`src/rtl/zbt_pkg.sv`:
```
// Shared ZBT write-path definitions: FSM states, write latency and point packing.
package zbt_pkg;

  typedef enum logic [2:0] {
    ST_IDLE,
    ST_CLEAR,
    ST_RUN,
    ST_DRAIN,
    ST_DONE
  } zbt_state_e;

  localparam int unsigned ZBT_WR_LAT = 2;
  localparam int unsigned ZBT_PACK_W = 64;

  // Packs {zeros, x, y} with y in the low y_w bits; fields are masked to their widths.
  function automatic logic [ZBT_PACK_W-1:0] zbt_pack_point(
    input int unsigned           x_w,
    input int unsigned           y_w,
    input int unsigned           data_w,
    input logic [ZBT_PACK_W-1:0] x,
    input logic [ZBT_PACK_W-1:0] y
  );
    logic [ZBT_PACK_W-1:0] xm;
    logic [ZBT_PACK_W-1:0] ym;
    logic [ZBT_PACK_W-1:0] dm;
    xm = (ZBT_PACK_W'(1) << x_w) - ZBT_PACK_W'(1);
    ym = (ZBT_PACK_W'(1) << y_w) - ZBT_PACK_W'(1);
    dm = (ZBT_PACK_W'(1) << data_w) - ZBT_PACK_W'(1);
    return (((x & xm) << y_w) | (y & ym)) & dm;
  endfunction

endpackage

```
`src/rtl/zbt_wdata_pipe.sv`:
```
// LAT-deep register pipeline carrying ZBT write data and its bus drive enable.
module zbt_wdata_pipe
  import zbt_pkg::*;
#(
  parameter int unsigned DATA_W = 36,
  parameter int unsigned LAT    = ZBT_WR_LAT
) (
  input  logic              clk,
  input  logic              reset_n,
  input  logic [DATA_W-1:0] in_data,
  input  logic              in_oe,
  output logic [DATA_W-1:0] out_data,
  output logic              out_oe
);

  logic [DATA_W-1:0] data_q [LAT];
  logic [LAT-1:0]    oe_q;

  always_ff @(posedge clk or negedge reset_n) begin
    if (!reset_n) begin
      for (int unsigned i = 0; i < LAT; i++) data_q[i] <= '0;
      oe_q <= '0;
    end else begin
      data_q[0] <= in_data;
      oe_q[0]   <= in_oe;
      for (int unsigned i = 1; i < LAT; i++) begin
        data_q[i] <= data_q[i-1];
        oe_q[i]   <= oe_q[i-1];
      end
    end
  end

  assign out_data = data_q[LAT-1];
  assign out_oe   = oe_q[LAT-1];

endmodule

```
`src/rtl/zbt_point_writer.sv`:
```
// Streams packed (x, y) points into a ZBT address window with pipelined writes.
// Define ZBT_POINT_CLEAR_EN to zero-fill the DEPTH window at the start of each frame.
module zbt_point_writer
  import zbt_pkg::*;
#(
  parameter int unsigned ADDR_W = 19,
  parameter int unsigned DATA_W = 36,
  parameter int unsigned X_W    = 10,
  parameter int unsigned Y_W    = 11,
  parameter int unsigned DEPTH  = 1024
) (
  input  logic              clk,
  input  logic              reset_n,
  input  logic [ADDR_W-1:0] base_addr,
  input  logic              start,
  input  logic              end_frame,
  input  logic              pt_valid,
  input  logic [X_W-1:0]    pt_x,
  input  logic [Y_W-1:0]    pt_y,
  output logic              pt_ready,
  output logic [ADDR_W-1:0] ram_addr,
  output logic              ram_we_n,
  output logic [DATA_W-1:0] ram_data,
  output logic              ram_data_oe,
  output logic [ADDR_W:0]   count,
  output logic              busy,
  output logic              done
);

  localparam logic [ADDR_W:0] DEPTH_C = (ADDR_W+1)'(DEPTH);

  zbt_state_e        state;
  logic [ADDR_W-1:0] base_q;
  logic [1:0]        drain_cnt;
  logic [DATA_W-1:0] wr_data;
  logic              wr_oe;
  logic [DATA_W-1:0] packed_word;
  logic [ADDR_W:0]   count_inc;
  logic              accept;
`ifdef ZBT_POINT_CLEAR_EN
  logic [ADDR_W:0]   clr_cnt;
`endif

  always_comb begin
    accept      = pt_valid && pt_ready;
    count_inc   = count + (ADDR_W+1)'(1);
    packed_word = DATA_W'(zbt_pack_point(X_W, Y_W, DATA_W,
                                         ZBT_PACK_W'(pt_x), ZBT_PACK_W'(pt_y)));
  end

  // Address/we_n and the first data stage are registered together; the pipe adds ZBT_WR_LAT.
  always_ff @(posedge clk or negedge reset_n) begin
    if (!reset_n) begin
      state     <= ST_IDLE;
      base_q    <= '0;
      drain_cnt <= '0;
      count     <= '0;
      ram_addr  <= '0;
      ram_we_n  <= 1'b1;
      wr_data   <= '0;
      wr_oe     <= 1'b0;
      pt_ready  <= 1'b0;
      busy      <= 1'b0;
      done      <= 1'b0;
`ifdef ZBT_POINT_CLEAR_EN
      clr_cnt   <= '0;
`endif
    end else begin
      ram_we_n <= 1'b1;
      wr_oe    <= 1'b0;
      wr_data  <= '0;
      case (state)
        ST_IDLE, ST_DONE: begin
          if (start) begin
            base_q <= base_addr;
            count  <= '0;
            busy   <= 1'b1;
            done   <= 1'b0;
`ifdef ZBT_POINT_CLEAR_EN
            clr_cnt  <= '0;
            pt_ready <= 1'b0;
            state    <= ST_CLEAR;
`else
            pt_ready <= 1'b1;
            state    <= ST_RUN;
`endif
          end
        end
`ifdef ZBT_POINT_CLEAR_EN
        ST_CLEAR: begin
          ram_addr <= base_q + clr_cnt[ADDR_W-1:0];
          ram_we_n <= 1'b0;
          wr_oe    <= 1'b1;
          clr_cnt  <= clr_cnt + (ADDR_W+1)'(1);
          if (clr_cnt == DEPTH_C - (ADDR_W+1)'(1)) begin
            pt_ready <= 1'b1;
            state    <= ST_RUN;
          end
        end
`endif
        ST_RUN: begin
          if (accept) begin
            ram_addr <= base_q + count[ADDR_W-1:0];
            ram_we_n <= 1'b0;
            wr_oe    <= 1'b1;
            wr_data  <= packed_word;
            count    <= count_inc;
          end
          if ((accept && count_inc == DEPTH_C) || end_frame) begin
            pt_ready  <= 1'b0;
            drain_cnt <= '0;
            state     <= ST_DRAIN;
          end
        end
        ST_DRAIN: begin
          drain_cnt <= drain_cnt + 2'd1;
          if (drain_cnt == 2'(ZBT_WR_LAT - 1)) begin
            busy  <= 1'b0;
            done  <= 1'b1;
            state <= ST_DONE;
          end
        end
        default: begin
          pt_ready <= 1'b0;
          busy     <= 1'b0;
          state    <= ST_IDLE;
        end
      endcase
    end
  end

  zbt_wdata_pipe #(
    .DATA_W (DATA_W),
    .LAT    (ZBT_WR_LAT)
  ) u_wdata_pipe (
    .clk      (clk),
    .reset_n  (reset_n),
    .in_data  (wr_data),
    .in_oe    (wr_oe),
    .out_data (ram_data),
    .out_oe   (ram_data_oe)
  );

endmodule

```
`config.mk`:
```
export PLATFORM = sky130hd
export DESIGN_NAME = zbt_point_writer
export DESIGN_NICKNAME = d
export VERILOG_FILES = /design/src/rtl/zbt_pkg.sv /design/src/rtl/zbt_wdata_pipe.sv /design/src/rtl/zbt_point_writer.sv
export SDC_FILE = /design/constraint.sdc
export NUM_CORES = 1
export LEC_CHECK = 0
export CELL_PAD_IN_SITES_DETAIL_PLACEMENT = 0
export CELL_PAD_IN_SITES_GLOBAL_PLACEMENT = 1
export CORE_MARGIN = 4
export CORE_UTILIZATION = 45
export DETAILED_ROUTE_END_ITERATION = 12
export PLACE_DENSITY = 0.84
export SLEW_MARGIN = 30
export SYNTH_ARGS = -nofsm -noshare
export SYNTH_HDL_FRONTEND = slang
export SYNTH_HIERARCHICAL = 1
export SYNTH_SLANG_ARGS = --single-unit
```
`constraint.sdc`:
```
create_clock -name clk -period 4.42 [get_ports clk]
set_clock_uncertainty 0.2 [all_clocks]
set_input_delay 0.442 -clock clk [delete_from_list [all_inputs] [get_ports clk]]
set_output_delay 0.442 -clock clk [all_outputs]
set_load 0.05 [all_outputs]
```
# --- After elaboration in Yosys (flattened, before gate mapping) ---
# Index checks and enable logic that the tools add are counted.
op_classes:
  add_sub_neg: 3
  mul: 0
  n_div: 0
  order_cmp: 0
  eq_ne: 9
  n_shift: 0
  mux: 23
  n_bitwise: 3
  reduce_logical: 16
ops:
  columns: ["cell", "count"]
  rows:
  - ["$mux W21", 2]
  - ["$mux W20", 2]
  - ["$pmux W20 S2", 1]
  - ["$or A21 B11 Y21", 1]
  - ["$add A20 B1 Y20 const B", 1]
  - ["$eq A20 B11 Y1 const B", 1]
  - ["$add A19 B19 Y19", 1]
  - ["$reduce_and A3 Y1", 5]
  - ["$mux W1", 9]
  - ["$mux W3", 3]
  - ["$pmux W3 S3", 1]
  - ["$ne A2 B2 Y1 const B", 4]
  - ["$eq A3 B2 Y1 const B", 2]
  - ["$pmux W1 S3", 2]
  - ["$reduce_and A2 Y1", 3]
  - ["$reduce_bool A2 Y1", 3]
  - ["$pmux W2 S2", 1]
  - ["$eq A3 B3 Y1 const B", 1]
  - ["$logic_not A3 Y1", 1]
  - ["$add A2 B1 Y2 const B", 1]
  - ["$eq A2 B1 Y1 const B", 1]
  - ["$logic_and A1 B1 Y1", 2]
  - ["$mux W2", 1]
  - ["$not A1 Y1", 2]
  - ["3 further kinds", 3]
totals:
  regBits: 178
  latchBits: 0
  mem_bits_rw: 0
  mem_bits_ro: 0
  out_inout_bits: 80
  n_memories: 0

# --- Depth between registers and ports, before layout ---
depth:
  word_depth: 6
  mapped_depth: 10

# --- By module ---
# Netlist, hierarchy kept.
by_module_without_submodules:
  columns: ["mod", "instances", "cells_per_inst", "area_per_inst_um2", "seq_area_each_um2"]
  rows:
  - ["zbt_point_writer", 1, 511, 4660.7, 2228.4]
  - ["zbt_wdata_pipe", 1, 110, 2122.0, 1851.8]

# --- Worst setup path before layout ---
# OpenSTA, ideal clock, no wires.
synth_timing:
  path_type: "reg-to-reg"
  startpoint: "register count[0]"
  endpoint: "register ram_addr[18]"
  setup_time_ns: 0.069
  t_arrival_ns: 2.726
  slack_ns: 1.425
  path_stages_with_launch: 11
  synth_period_minus_slack_ns: 2.995
  cell_sequence: "dfrtp_1 ha_1 inv_1 fa_1 nor2b_1 o31ai_1 a211o_1 a21oi_1 nor4_1 or4_1 nand3_1"
synth_via:
  elab_chain_cells: 1
synth_lines:
  columns: ["element", "line", "rtl"]
  rows:
  - ["start: declaration", "zbt_point_writer.sv:25", "output logic [ADDR_W:0] count,"]
  - ["start signal: assignment", "zbt_point_writer.sv:107", "count <= count_inc;"]
  - ["$add A19 B19 Y19", "zbt_point_writer.sv:103", "ram_addr <= base_q + count[ADDR_W-1:0];"]
  - ["end signal: assignment", "zbt_point_writer.sv:103", null]
  - ["end: declaration", "zbt_point_writer.sv:21", "output logic [ADDR_W-1:0] ram_addr,"]
# No other way between the ends.
# A chain may end at the register's enable or synchronous reset.

# --- Worst setup path after layout ---
# Ends and elaborated chain as after synthesis.

==> summary.txt <==
Placed design
  • Final weighted congestion in routability-driven placement: slightly above 0.8
  • Post-placement worst setup slack: 1.529 ns
  • Port buffer count: ~120
  • Post-detail-place hpwl: 9798 µm

Synthesis
  • Post-synthesis sequential element count: ~160
  • Area share of the largest cell type after synthesis: ~60%
  • Mapped Cells: 621
  • Cell accounting for the most synthesized area: dfrtp_1
  • Top cells by area, synth: dfrtp_1 60%, nand2_1 6.4%, buf_4 4.0%
  • Most frequent cell after synthesis: dfrtp_1
  • Number of warnings reported in the yosys synthesis log: 6
  • Register area share after synthesis: 60.15%
  • Most instantiated cells after synthesis: 162 x dfrtp_1, 116 x nand2_1, 51 x o21ai_0
  • Async S/R FF share, synth: 100.0%
  • Number of distinct library cells after synthesis: 57
  • Post-synth design cell area: 0.006783 mm²
  • Most frequently used flop master after synthesis: dfrtp_1
  • Number of flops mapped to enable cells by yosys: 0
  • Mean post-synth cell area: 10.92 µm²

Worst setup path
  • Slack of the worst reg-to-reg path: 1.51 ns
  • Endpoint of the worst-slack reg-to-reg timing path: ram_addr[18]
  • Data arrival, critical path: 3.07 ns
  • Start-to-end type of the worst setup path: flop to flop
  • Data required time of the worst path: 4.58 ns
  • Critical-path maximum fanout: 6
  • R2R cell count: 10
  • Type of element capturing the critical path: flop
  • Type of element launching the critical path: flop
  • Startpoint of the lowest-slack register-to-register path: count[0]

Drt
  • Initial DRC Count: ~290
  • ANT nets after route: 0
  • Final routed wirelength across all metal layers: 14270 µm
  • Wirelength per Cell: roughly 15 µm
  • # DRC: 0
  • Overall via count from detail_route: 4717
  • Vias per inst: 5.122
  • DRT Pass-1 Iters: 5

Power and ir drop
  • Largest voltage drop on the vdd net: 0.5194 mV
  • Leakage power of the design: 3.988 nW
  • Power density relative to cell area: 582.1 mW/mm²
  • Final total power: approximately 5.0 mW

STA
  • Final min period: between 2 and 3 ns
  • Maximum clock frequency: 343.4 MHz
  • RSZ-0062 raised after global routing: false
  • Final Slew Violations: 0
  • Number of setup violations in the final report: 0
  • Sum of negative setup slack: 0 ns
  • Final Hold Viols: 0
  • Period Utilization, post-route: 65.89%
  • Fin worst setup slack: 1.508 ns
  • Rel. slew slack: 42.73%
  • Slew at the pin with the worst max-slew slack: 0.8570 ns

Worst hold path
  • Tightest Hold Check Type: flop to flop
  • Depth of the worst hold-timing path: 0
  • Worst hold start: u_wdata_pipe/data_q[47]
  • Endpoint of the worst hold path: u_wdata_pipe/out_data[11]

Flow run
  • Max-cap check violation count: 0

Layout
  • Layout cell share with drive strength beyond 1: 7.191%
  • Area Growth Syn to Fin: 25.99%
  • Inserted Diodes: 0
  • Final Net Count: slightly below 800

Clocking
  • TritonCTS clock tree: yes
  • Clock root buffer: clkbuf_16
  • Clock Sink Count: approximately 160
  • Total number of H-tree levels: 4
  • Clock insertion delay at the later pin of the skew report: 0.42 ns
  • CTS Buffer Depth: 2
  • Number of gates resized after CTS: 0
  • Number of buffers inserted during clock tree synthesis: 17
  • Clock-pin slew on the worst setup and hold paths: 0.07 ns

Die
  • DIE WIDTH: 130.8 µm
  • Initial core utilization: 46.32%
  • Io pins: 125
  • Y dimension of the die: 130.8 µm
  • Total number of placement rows: 44
  • Core area: approximately 0.015 mm²
  • Die Area: 0.01710 mm²

Global route
  • Largest net degree at the start of global routing: 101
  • GR met1 Demand/Resource: 22.87%
  • Routing layer with the top usage in global route: met2
  • First-pass GRT wire length: 23310 µm
  • Antenna violations before repair: 0
  • Met2 usage: 28.79%
  • Total congestion overflow: 0
  • All-layer global routing usage: approximately 18%
  • Number of global-route vias before repair: 4646
  • Global-route met3 utilization: 4.309%

Run status
  • Result of the run: completed
[per-stage QoR]
stage / std cells / util, % / hold slack [ns] / instance area [µm²]
3_3_place_gp: 888 / 54.36 / 0.1316 / 7960
4_1_cts: 921 / 58.34 / 0.1489 / 8543
5_1_grt: 921 / 58.36 / 0.1540 / 8546
3_5_place_dp: 888 / 54.36 / 0.1347 / 7960
6_report: 921 / 58.36 / 0.1467 / 8546
2_1_floorplan: 635 / - / -0.05359 / 6835
[kinds of logic after synthesis]
kind of cell,Yosys count,synth area share (%)
AO/OA/AOI/OAI,123,11.12
XOR/XNOR,19,2.453
adder cells (fa/ha/maj),21,3.985
buffers and inverters,69,6.272
flip-flops,163,60.16
multiplexers,3,0.4612
other,1,0.05529
AND/OR/NAND/NOR,222,15.50
[how the worst max path moves through the flow]
| stage | cells past startpoint | startpoint | end | slack (ns) |
|---|---|---|---|---|
| floorplan | 10 | count[0] | ram_addr[18] | 1.43 |
| global placement | 10 | count[0] | ram_addr[18] | 1.56 |
| detailed placement | 8 | count[1] | drain_cnt[1] | 1.53 |
| CTS | 8 | count[1] | drain_cnt[1] | 1.51 |
| global route | 8 | count[1] | drain_cnt[1] | 1.31 |
| finish | 10 | count[0] | ram_addr[18] | 1.51 |
[worst max-delay path, cell delays in order, from the launching register on]
cell     delay [ns]
dfrtp_1        0.45
ha_1           0.23
inv_1          0.06
fa_1           0.39
nor2b_1        0.15
o31ai_1        0.15
a211o_1        0.32
a21oi_1        0.21
nor4_1         0.10
or4_1          0.50
nand3_1        0.09
[placed cells by master (no fill, tap or decap), drive strengths merged, types with 2 or more instances in the layout]
cell type      count
a211oi             4
a21o               8
a21oi             23
a31oi              9
and2              23
and3               6
buf                4
clkbuf            19
clkdlybuf4s50    123
clkinv             4
clkinvlp           2
conb              15
dfrtp            162
ha                20
inv               17
mux2i              2
nand2            118
nand2b             7
nand3             13
nand4              6
nor2              26
nor2b              3
nor3               7
nor4               6
o211ai             5
o21ai             51
o22ai              2
o31ai              6
o41ai              5
or2                2
xnor2              6
xor2              13
[layer usage]
metal / routed length [µm] / vias to the layer above / part of all wire, %
met3: 737 / 15 / 5.2
met4: 199 / 0 / 1.4
met2: 6928 / 132 / 49
met1: 6400 / 2288 / 45
li1: - / 2282 / -
met5: 0 / - / 0
[power by group]
group	switching (mW)	internal [mW]
Combinational	1.06	0.538
Clock	0.620	0.792
Sequential	0.183	1.79
Total	1.86	3.12
[timing repair]
action	in CTS	in global routing
buffers inserted	0	0
hold endpoints to repair	97	0
hold buffers	1	0
[area by class of cell]
cell class / instances / area [µm²]
clock buffer: 18 / 429.2
inverter: 10 / 37.54
timing repair buffer: 129 / 1285
tap: 184 / 230.2
fill: 1279 / 6098
sequential: 163 / 4080
multi-input combinational: 403 / 2340
clock inverter: 14 / 143.9
[sequential cells by signal, summed over array words and instances (netlist names)]
register and flops:
base_q 19, busy 1, count 20, done 1, drain_cnt 2, pt_ready 1
ram_addr 19, ram_we_n 1, state 3, u_wdata_pipe/data_q 36, u_wdata_pipe/oe_q 2, u_wdata_pipe/out_data 36
wr_data 21, wr_oe 1
Note: power is estimated with default switching activity, not from simulation.
